`config.mk`:
```
export PLATFORM = sky130hd
export DESIGN_NAME = reg_bus_master
export DESIGN_NICKNAME = d
export VERILOG_FILES = /design/src/rtl/reg_bus_master.sv
export SDC_FILE = /design/constraint.sdc
export NUM_CORES = 1
export LEC_CHECK = 0
export CORE_MARGIN = 4
export CORE_UTILIZATION = 34
export CTS_CLUSTER_DIAMETER = 150
export DETAILED_ROUTE_END_ITERATION = 8
export GPL_ROUTABILITY_DRIVEN = 1
export HOLD_SLACK_MARGIN = 0.02
export PLACE_DENSITY = 0.66
export SLEW_MARGIN = 0
export SYNTH_ARGS = -nofsm -noshare
export SYNTH_HDL_FRONTEND = slang
export SYNTH_SLANG_ARGS = --single-unit
export TNS_END_PERCENT = 30
```
`constraint.sdc`:
```
create_clock -name iCLOCK -period 3.4 [get_ports iCLOCK]
set_clock_uncertainty 0.15 [all_clocks]
set_input_delay 0.68 -clock iCLOCK [delete_from_list [all_inputs] [get_ports iCLOCK]]
set_output_delay 0.68 -clock iCLOCK [all_outputs]
set_load 0.02 [all_outputs]
```
`src/rtl/reg_bus_master.sv`:
```
// rtl/reg_bus_master.sv - register-bus initiator with credit-guarded FWFT read response FIFO
// REG_BUS_MASTER_BURST_EN: when defined, a read command issues max(iCMD_COUNT, 1) beats.
module reg_bus_master #(
  parameter int pADDRESS_BITS = 3,
  parameter int pREAD_LATENCY = 1,
  parameter int pRSP_DEPTH    = 4,
  parameter int pCOUNT_BITS   = 8
) (
  input  logic                     iCLOCK,
  input  logic                     iRESET,
  input  logic                     iCMD_VALID,
  output logic                     oCMD_READY,
  input  logic                     iCMD_WRITE,
  input  logic [pADDRESS_BITS-1:0] iCMD_ADDRESS,
  input  logic [31:0]              iCMD_DATA,
  input  logic [pCOUNT_BITS-1:0]   iCMD_COUNT,
  output logic                     oRSP_VALID,
  input  logic                     iRSP_READY,
  output logic [31:0]              oRSP_DATA,
  output logic [pADDRESS_BITS-1:0] oADDRESS,
  output logic                     oWRITE,
  output logic                     oREAD,
  output logic [31:0]              oWRITE_DATA,
  input  logic [31:0]              iREAD_DATA,
  output logic                     oBUSY
);

  localparam int PW = (pRSP_DEPTH > 1) ? $clog2(pRSP_DEPTH) : 1;
  localparam int CW = PW + 1;
  localparam logic [CW:0] DEPTH_C = (CW+1)'(pRSP_DEPTH);

  typedef enum logic {IDLE = 1'b0, ISSUE = 1'b1} state_t;

  state_t                   state_q;
  logic [pCOUNT_BITS-1:0]   beats_left_q;
  logic [pCOUNT_BITS-1:0]   first_left;
  logic [pADDRESS_BITS-1:0] addr_q;
  logic [31:0]              wdata_q;
  logic                     write_q, read_q, cmd_ready_q, busy_q;
  logic [pREAD_LATENCY-1:0] pipe_q;
  logic [CW-1:0]            inflight_q, inflight_d, count_q, count_d;
  logic [PW-1:0]            wr_ptr_q, wr_ptr_d, rd_ptr_q, rd_ptr_d;
  logic [31:0]              mem_q [pRSP_DEPTH];
  logic                     rsp_valid_q;
  logic [31:0]              rsp_data_q, head_d;
  logic                     accept, has_credit, issue_rd, push, pop, credit_ok_d, pending_d;

`ifdef REG_BUS_MASTER_BURST_EN
  assign first_left = (iCMD_WRITE || iCMD_COUNT == '0) ? '0 : iCMD_COUNT - pCOUNT_BITS'(1);
`else
  logic unused_count;
  assign unused_count = ^iCMD_COUNT;
  assign first_left   = '0;
`endif

  // Credit = depth - occupancy - reads in flight; a push only moves a read between the two terms.
  always_comb begin
    accept      = (state_q == IDLE) && cmd_ready_q && iCMD_VALID;
    has_credit  = ((CW+1)'(count_q) + (CW+1)'(inflight_q)) < DEPTH_C;
    issue_rd    = accept ? !iCMD_WRITE
                         : ((state_q == ISSUE) && (beats_left_q != '0) && has_credit);
    push        = pipe_q[pREAD_LATENCY-1];
    pop         = rsp_valid_q && iRSP_READY;
    count_d     = count_q + CW'(push) - CW'(pop);
    inflight_d  = inflight_q + CW'(issue_rd) - CW'(push);
    wr_ptr_d    = wr_ptr_q + PW'(push);
    rd_ptr_d    = rd_ptr_q + PW'(pop);
    head_d      = (push && (wr_ptr_q == rd_ptr_d)) ? iREAD_DATA : mem_q[rd_ptr_d];
    credit_ok_d = ((CW+1)'(count_d) + (CW+1)'(inflight_d)) < DEPTH_C;
    pending_d   = (count_d != '0) || (inflight_d != '0);
  end

  always_ff @(posedge iCLOCK or negedge iRESET) begin
    if (!iRESET) begin
      state_q      <= IDLE;
      beats_left_q <= '0;
      addr_q       <= '0;
      wdata_q      <= '0;
      write_q      <= 1'b0;
      read_q       <= 1'b0;
      cmd_ready_q  <= 1'b0;
      busy_q       <= 1'b0;
    end else begin
      case (state_q)
        IDLE: begin
          if (accept) begin
            state_q      <= ISSUE;
            addr_q       <= iCMD_ADDRESS;
            if (iCMD_WRITE) wdata_q <= iCMD_DATA;
            write_q      <= iCMD_WRITE;
            read_q       <= !iCMD_WRITE;
            beats_left_q <= first_left;
            cmd_ready_q  <= 1'b0;
            busy_q       <= 1'b1;
          end else begin
            write_q     <= 1'b0;
            read_q      <= 1'b0;
            cmd_ready_q <= credit_ok_d;
            busy_q      <= pending_d;
          end
        end
        ISSUE: begin
          write_q <= 1'b0;
          if (beats_left_q == '0) begin
            state_q     <= IDLE;
            read_q      <= 1'b0;
            cmd_ready_q <= credit_ok_d;
            busy_q      <= pending_d;
          end else begin
            read_q <= has_credit;
            if (has_credit) begin
              addr_q       <= addr_q + pADDRESS_BITS'(1);
              beats_left_q <= beats_left_q - pCOUNT_BITS'(1);
            end
          end
        end
      endcase
    end
  end

  always_ff @(posedge iCLOCK or negedge iRESET) begin
    if (!iRESET) begin
      pipe_q      <= '0;
      inflight_q  <= '0;
      count_q     <= '0;
      wr_ptr_q    <= '0;
      rd_ptr_q    <= '0;
      rsp_valid_q <= 1'b0;
      rsp_data_q  <= '0;
    end else begin
      pipe_q[0] <= read_q;
      for (int i = 1; i < pREAD_LATENCY; i++) pipe_q[i] <= pipe_q[i-1];
      inflight_q  <= inflight_d;
      count_q     <= count_d;
      wr_ptr_q    <= wr_ptr_d;
      rd_ptr_q    <= rd_ptr_d;
      rsp_valid_q <= (count_d != '0);
      if (count_d != '0) rsp_data_q <= head_d;
    end
  end

  always_ff @(posedge iCLOCK) begin
    if (push) mem_q[wr_ptr_q] <= iREAD_DATA;
  end

  assign oCMD_READY  = cmd_ready_q;
  assign oRSP_VALID  = rsp_valid_q;
  assign oRSP_DATA   = rsp_data_q;
  assign oADDRESS    = addr_q;
  assign oWRITE      = write_q;
  assign oREAD       = read_q;
  assign oWRITE_DATA = wdata_q;
  assign oBUSY       = busy_q;

endmodule

```
## Yosys cells after proc, flatten, opt, wreduce, memory -nomap -nowiden

Memory sizes are Yosys's and may differ from the RTL's. A register that Yosys moved wholly into a read port is not among the register bits.
Cells that the tools add are included.

| cells by class | value |
|---|---|
| add/sub/neg operators | 10 |
| $lt $le $gt $ge | 2 |
| eq/ne operators | 4 |
| muxes and demuxes | 25 |
| bitwise logic cells | 1 |
| reductions and logical operators | 14 |

Operator list:

| cell | number |
|---|---|
| $mux W8 | 3 |
| $pmux W8 S2 | 1 |
| $mux W1 | 12 |
| $pmux W1 S2 | 5 |
| $mux W3 | 3 |
| $add A3 B3 Y4 | 2 |
| $logic_not A8 Y1 | 1 |
| $lt A4 B3 Y1 const B | 2 |
| $reduce_bool A8 Y1 | 1 |
| $sub A8 B1 Y8 const B | 1 |
| $add A3 B1 Y3 | 2 |
| $pmux W3 S2 | 1 |
| $reduce_and A3 Y1 | 2 |
| $reduce_bool A3 Y1 | 2 |
| $sub A3 B1 Y3 | 2 |
| $logic_and A1 B1 Y1 | 5 |
| $add A2 B1 Y2 | 2 |
| $ne A2 B1 Y1 const B | 2 |
| $ne A2 B2 Y1 const B | 2 |
| $add A3 B1 Y3 const B | 1 |
| $logic_not A1 Y1 | 2 |
| $logic_or A1 B1 Y1 | 1 |
| $not A1 Y1 | 1 |

| word-level totals | value |
|---|---|
| bits in registers | 60 |
| RAM bits | 128 |
| bits of input ports | 80 |
| output and inout bits | 72 |
| word-level logic and storage cells | 71 |
| memories | 1 |

Memory list:

| name | depth | width | read ports | clocked after Yosys merged registers in | wr ports | RTL line | RTL |
|---|---|---|---|---|---|---|---|
| mem_q | 4 | 32 | 1 | 1 | 1 | 43 | `logic [31:0] mem_q [pRSP_DEPTH];` |

## Logic depth before layout (Yosys ltp)

Gate-level depths: netlist of the first run.

| depth | value |
|---|---|
| word-level depth | 10 |
| mapped depth | 17 |
| gate-level depth less buffers | 17 |

## Worst setup path after synthesis of the first run

OpenSTA, ideal clock, no wires.

| timing | value |
|---|---|
| path type | input-to-reg |
| from | input iCMD_VALID |
| to | register cmd_ready_q, in the netlist oCMD_READY |
| library setup time | 0.086 ns |
| data arrival time | 3.404 ns |
| data required time | 3.164 ns |
| slack | -0.240 ns |
| stages on the path | 17 |
| path buffers | 2 |
| path through | nand2_1 nor2_1 and2_1 buf_2 buf_2 nand2b_1 ha_1 inv_1 ha_1 inv_1 fa_1 xnor3_1 inv_1 ha_1 nor4_1 a21oi_1 nor3_1 |

| on the way | value |
|---|---|
| word-level cells in the longest chain between the ends | 8 |
| elaborated cells between the ends (all ways) | 9 |
| those cells by class | 3 x add/sub; 1 x order compare; 4 x mux; 1 x reduce/logical |

RTL lines:

| element | RTL line | RTL |
|---|---|---|
| start: declaration | 11 | `input logic iCMD_VALID,` |
| $logic_and A1 B1 Y1 (*) | 58 | `accept = (state_q == IDLE) && cmd_ready_q && iCMD_VALID;` |
| $mux W1 (*) | 60 | `issue_rd = accept ? !iCMD_WRITE` |
| $add A3 B1 Y3 (*) | 65 | `inflight_d = inflight_q + CW'(issue_rd) - CW'(push);` |
| $sub A3 B1 Y3 (*) | 65 |  |
| named net inflight_d[2] | 41 | `logic [CW-1:0] inflight_q, inflight_d, count_q, count_d;` |
| $add A3 B3 Y4 (*) | 69 | `credit_ok_d = ((CW+1)'(count_d) + (CW+1)'(inflight_d)) < DEPTH_C;` |
| $lt A4 B3 Y1 (*) | 69 |  |
| $mux W1 (on tied branches) | 104, 86 |  |
| $pmux W1 S2 (*) | 84 | `case (state_q)` |
| end signal: assignment | 98 | `cmd_ready_q <= credit_ok_d;` |
| end signal: assignment | 107 | `cmd_ready_q <= credit_ok_d;` |
| end: declaration | 39 | `logic write_q, read_q, cmd_ready_q, busy_q;` |

Mark *: on every way through the listed nets, which the timed path passes. The rest lies on a longest branch. The select of a mux whose other input is x is not followed.
A chain may end at the register's enable or synchronous reset.

## Worst setup path in the final report of the first run

| timing | value |
|---|---|
| from | register beats_left_q[4] |
| to | register cmd_ready_q, in the netlist oCMD_READY |

| on the way | value |
|---|---|
| word-level cells in the longest chain between the ends | 10 |
| elaborated cells between the ends (all ways) | 13 |
| those cells by class | 3 x add/sub; 1 x order compare; 1 x eq/ne; 4 x mux; 4 x reduce/logical |

RTL lines:

| element | RTL line | RTL |
|---|---|---|
| start: declaration | 35 | `logic [pCOUNT_BITS-1:0] beats_left_q;` |
| start signal: assignment | 92 | `beats_left_q <= first_left;` |
| start signal: assignment | 113 | `beats_left_q <= beats_left_q - pCOUNT_BITS'(1);` |
| $reduce_bool A8 Y1 (*) | 61 | `: ((state_q == ISSUE) && (beats_left_q != '0) && has_credit);` |
| $logic_and A1 B1 Y1 (*) (2 in series) | 61 |  |
| $mux W1 (*) | 60 |  |
| $add A3 B1 Y3 (*) | 65 |  |
| $sub A3 B1 Y3 (*) | 65 |  |
| named net inflight_d[1] | 41 |  |
| $add A3 B3 Y4 (*) | 69 |  |
| $lt A4 B3 Y1 (*) | 69 |  |
| $mux W1 (on tied branches) | 104, 86 |  |
| $pmux W1 S2 (*) | 84 |  |

Marked as above.

==> results.cfg, run 1 <==
[outcome]
status = finished, violations left
violations = negative setup slack

[logic_synthesis]
ys_seq_area_share_pct = 70.4
synthCells = 486
syn_nets = 581
netlist.area_leader.share_pct = 44.0
synthArstFlopShare_pct = 41.8
synth.avg_cell_area_um2 = 18.0
synthTopCellsByArea = edfxtp_1, dfrtp_1, mux4_2
synth_edf_count = 128
synth_cell_types = 48
ys_ff_latch = 220
synthFlopType = edfxtp_1
synth_most_common_cell = edfxtp_1
synth_common_cells = edfxtp_1, dfrtp_1, and2_1
yosysTopAreaCell = edfxtp_1
synth_area_mm2 = 0.00873
yosysWarningCount = 0

[clocking]
cts_buffers = 24
clk_pin_slew_ns = 0.06
clock-sinks = 220
clkLatencyLatePin_ns = 0.52
cts_hold_buf = 0
cts_tree = built
root_buffer = clkbuf_16
clockBufferDepth = 3
htree_levels = 1

[finish]
fin_area_mm2 = 0.0117
layout-drive-gt1-share_pct = 24.7
fin_nets = 766
area_growth_syn_to_layout_pct = 33.7
insertedDiodeCount = 0

[floorplanning]
fp.dieArea_mm2 = 0.0283
fp.dieH_um = 168
num_rows = 58
core_mm2 = 0.0253
ioPinCount = 152
floorplan.initialDensity_pct = 34.6
die_x_um = 168

[timing]
max_freq_mhz = 286
hold_viol = 0
setup_tns_ns = -0.0932
layout_min_cycle_time_ns = 3.49
layout_setup_ws_ns = -0.0932
rsz0062_at_grt = yes
setup_viol = 1
tightest_slew_ns = 0.969
maxSlewViolCount = 0
period_share_pct = 103
slew-limit-headroom_pct = 35.4

[setup_path]
end_kind = flip-flop
cp.arrival_ns = 3.77
r2r_cells = 15
worstReg2RegEnd = oCMD_READY
path_max_fanout = 2
worstSetupEndpoint = oCMD_READY
worstReg2RegStart = beats_left_q[4]
crit_required_ns = 3.68
worstSetupPathType = flip-flop to flip-flop
crit_path_start_kind = flip-flop
cp-startpoint = beats_left_q[4]
r2r_slack_ns = -0.09

[min_path]
hold_class = primary input to asynchronous set/reset pin

[global_routing]
grt_max_degree = 71
gr-max-usage-layer = met2
grt_use_met1_pct = 17.4
grt_antenna_before_repair = 0
grt_usage_pct = 13.9
grt-ovfl-total = 0
grtUsageMet2_pct = 25.1
grt_first_pass_wirelength_mm = 31.6
grt_pass1_vias = 5661
grt_use_met3_pct = 2.75

[flow_run]
maxCapViolations = 0

[placement]
portBuffers = 143
gp_congestion = 0.775
dp_hpwl_mm = 12.3
placedInstanceArea_mm2 = 0.0108

[routing]
dr.pass1.iters = 4
vias = 5065
drt-initial-drc-count = 322
avgRoutedWirePerCell_um = 19.6
drtAntennaViolNets = 0
via_per_inst = 4.97
drc = 0
wl_mm = 19.9

[power]
leakagePower_nw = 4.47
ir_worst_vdd_uv = 550
power_mw = 11.4
pwr_density_cell_mw_per_mm2 = 981
==> worst min path at each step <==
| stage | endpoint | slack (ns) |
|---|---|---|
| finish | oRSP_DATA[15] | 0.15 |
| floorplan | beats_left_q[0] | 0.23 |
| detailed placement | pipe_q | 0.22 |
| CTS | oRSP_DATA[18] | 0.18 |
| global placement | pipe_q | 0.22 |
| global route | oRSP_DATA[18] | 0.23 |
==> sequential cells by signal, summed over array words and instances, names as in the netlist, 2 cells and up <==
register      cells
oRSP_DATA        32
count_q           3
rd_ptr_q          2
oADDRESS          3
mem_q           128
beats_left_q      8
oWRITE_DATA      32
wr_ptr_q          2
inflight_q        3
==> kinds of logic after synthesis <==
logic type	count (synthesis)	synth area share, %
mux	71	13.2
fa+ha+maj	15	2.32
simple gates	85	5.60
compound gates	49	5.07
buf+inv	40	2.36
flops	220	70.4
xor+xnor	6	1.09
==> placed cells by master, fill, tap and decap left out, types with 7 or more instances in the layout <==
cell               n
nand2_1           10
buf_4             37
ha_1               9
clkdlybuf4s50_1  142
dfrtp_1           92
mux2i_1            7
nor2_1             8
and2_1            33
clkbuf_1           9
inv_1             12
a221o_1           31
mux2_2            32
clkbuf_16         24
edfxtp_1         128
mux4_2            32
==> report_power, final <==
group | switching [mW] | internal [mW]
sequential | 0.308 | 3.48
combinational | 2.48 | 2.72
clock | 1.01 | 1.44
==> through the flow <==
step                hold WS (ns)  worst slack, ns  utilization [%]  instances
floorplan                  0.234          -0.0811                -        486
global placement           0.222           -0.492             42.9        974
detailed placement         0.223           -0.564             42.9        974
CTS                        0.179           -0.148             46.2       1018
global route               0.232           -0.244             46.2       1019
finish                     0.150          -0.0932             46.2       1019
==> cell type report <==
| cell class | instances | area (um2) |
|---|---|---|
| well taps | 330 | 413 |
| clock inverters | 8 | 83.8 |
| flip-flops and latches | 220 | 6150 |
| fillers | 2172 | 13600 |
| inverters | 15 | 56.3 |
| multi-input cells | 227 | 2520 |
| repair buffers | 183 | 1780 |
| clock buffers | 36 | 669 |
==> critical path, stage by stage, from the launching register on <==
cell,delay (ns)
dfrtp_1,0.38
or3_4,0.40
o31a_1,0.27
a21o_2,0.22
nand2b_1,0.08
ha_1,0.23
inv_1,0.06
ha_2,0.16
inv_2,0.04
fa_2,0.59
inv_2,0.06
ha_4,0.21
and3_4,0.18
nor4_4,0.16
a21oi_1,0.10
nor3_1,0.13
==> per-layer routing <==
layer / wire length, um / part of all wire, %
met1: 8250 / 41
met2: 10300 / 52
met3: 928 / 4.7
met4: 457 / 2.3
met5: 0 / 0
==> timing repair <==
action,in CTS,in global routing
gates resized for setup,12,1
setup buffers,1,0
pin swaps,10,4
gates cloned,0,1
setup endpoints to repair,1,33
(Power assumes the default switching activity.)
==> run 2, diff against run 1 <==
--- a/config.mk
+++ b/config.mk
@@ -6,12 +6,12 @@
 export NUM_CORES = 1
 export LEC_CHECK = 0
 export CORE_MARGIN = 4
-export CORE_UTILIZATION = 34
+export CORE_UTILIZATION = 48
 export CTS_CLUSTER_DIAMETER = 150
 export DETAILED_ROUTE_END_ITERATION = 8
 export GPL_ROUTABILITY_DRIVEN = 1
 export HOLD_SLACK_MARGIN = 0.02
-export PLACE_DENSITY = 0.66
+export PLACE_DENSITY = 0.84
 export SLEW_MARGIN = 0
 export SYNTH_ARGS = -nofsm -noshare
 export SYNTH_HDL_FRONTEND = slang
==> run 2 against run 1 <==
The flow still finishes with violations (negative setup slack). Combinational power is essentially flat. Global-route usage grew 4.6 points. Wire length shrank 3.7%. Flip-flop and latch count is the same. Maximum frequency shrank 3.4%. Register-to-register slack lost 0.12 ns. Largest power group unchanged.
==> results.cfg, run 2 (synthesized netlist as in run 1, its figures left out) <==
[outcome]
status = finished, violations left
violations = negative setup slack

[power]
leakagePower_nw = 4.49
p_clk_share_pct = 21.7
switching_share_pct = 32.9
p_comb_share_pct = 45.3
ir_worst_vdd_uv = 570
pwr_density_cell_mw_per_mm2 = 990
switching_power_mw = 3.77
intPower_mw = 7.69
pwr-share-seq_pct = 33.0

[global_routing]
grt_pass1_vias = 5389
grtUsageMet2_pct = 31.3
grt_first_pass_wirelength_mm = 29.6
grt_max_degree = 56
grt_use_met1_pct = 25.2
grt_use_met3_pct = 3.95
grt-ovfl-total = 0
gr-max-usage-layer = met2
grt_antenna_before_repair = 0
grt_usage_pct = 18.5

[flow_run]
maxCapViolations = 0

[timing]
layout_setup_ws_ns = -0.218
setup_viol = 1
max_freq_mhz = 276
rsz0062_at_grt = yes
period_share_pct = 106
slew-limit-headroom_pct = 38.8
layout_min_cycle_time_ns = 3.62
maxSlewViolCount = 0
hold_viol = 0
setup_tns_ns = -0.218
tightest_slew_ns = 0.918

[setup_path]
cp.arrival_ns = 3.88
worstReg2RegEnd = oCMD_READY
worstSetupEndpoint = oCMD_READY
path_max_fanout = 2
worstSetupPathType = flip-flop to flip-flop
crit_required_ns = 3.66
crit_path_start_kind = flip-flop
end_kind = flip-flop
r2r_cells = 15
r2r_slack_ns = -0.22
worstReg2RegStart = beats_left_q[2]
cp-startpoint = beats_left_q[2]

[routing]
drt-initial-drc-count = 310
avgRoutedWirePerCell_um = 20.9
wl_mm = 19.2
dr.pass1.iters = 5
drc = 0
vias = 5117
drtAntennaViolNets = 0
via_per_inst = 5.57

[floorplanning]
ioPinCount = 152
fp.dieArea_mm2 = 0.0204
core_mm2 = 0.0179
num_rows = 49
die_x_um = 143
floorplan.initialDensity_pct = 48.8
fp.dieH_um = 143

[min_path]
hold_class = primary input to asynchronous set/reset pin

[clocking]
cts_tree = built
clockBufferDepth = 3
clock-sinks = 220
clkLatencyLatePin_ns = 0.51
clk_pin_slew_ns = 0.06
cts_buffers = 22
root_buffer = clkbuf_16
cts_hold_buf = 0
htree_levels = 1

[placement]
post-place-ws_ns = -0.529
gp_congestion = 0.845
portBuffers = 143
dp_hpwl_mm = 12.1

[finish]
area_growth_syn_to_layout_pct = 32.6
largest_reg_flops = 128
finalCoreUtilization_pct = 64.7
layout-drive-gt1-share_pct = 24.9
max_flop_register = mem_q
fin_nets = 770
insertedDiodeCount = 0
layout_commonest_cell = clkdlybuf4s50_1
final_cell_mix = clkdlybuf4s50_1, edfxtp_1, dfrtp_1
-- run 2: area by class of cell --
type,instances,area [um2]
inverters,15,56.3
clock buffers,32,628
well taps,229,287
multi-input cells,227,2510
fillers,1210,6320
clock inverters,7,123
repair buffers,189,1820
flip-flops and latches,220,6150
-- run 2: worst min-delay path by stage --
stage                            endpoint  slack [ns]  cells after the start
after CTS                           oBUSY        0.08                      1
after global placement             pipe_q        0.22                      0
final                               oBUSY        0.06                      1
after floorplan           beats_left_q[0]        0.23                      0
after global routing                oBUSY        0.11                      1
after detailed placement           pipe_q        0.22                      0
-- run 2: timing repair --
item                       CTS  global route
setup buffers                2             4
gates resized for setup      1            11
setup endpoints to repair    1            11
cloned                       0             1
pin swaps                    1            13
-- run 2: critical path, stage by stage (launching register included) --
cell and delay [ns]:
dfrtp_1 0.38, or3_4 0.40, o31a_1 0.33, a21o_2 0.20, nand2b_1 0.07, ha_1 0.23, inv_2 0.07, ha_4 0.12
inv_2 0.04, fa_2 0.58, inv_2 0.05, ha_4 0.20, and3_4 0.17, nor4_4 0.27, a21oi_1 0.11, nor3_1 0.17
-- run 2: per-layer routing --
layer  share of wire [%]  vias to the layer above
met4                 1.5                        0
met3                 8.2                       23
met2                  48                      229
met5                   0                        -
li1                    -                     2275
met1                  42                     2590
-- run 2: stage by stage --
step | area (um2) | std cells | hold WS (ns) | total power, mW
detailed placement | 10700 | 874 | 0.220 | 8.70
global placement | 10700 | 874 | 0.216 | 8.49
finish | 11600 | 919 | 0.0650 | 11.5
floorplan | 8760 | 486 | 0.234 | 6.83
global route | 11600 | 919 | 0.110 | 12.1
CTS | 11500 | 915 | 0.0774 | 11.3
-- run 2: power by group through the flow --
stage,clock (mW),combinational [mW],sequential [mW]
final,2.49,5.19,3.78
after detailed placement,0,4.88,3.81
after global routing,2.65,5.63,3.83
after global placement,0,4.71,3.78
after floorplan,0,2.79,4.03
after CTS,2.54,5.00,3.77
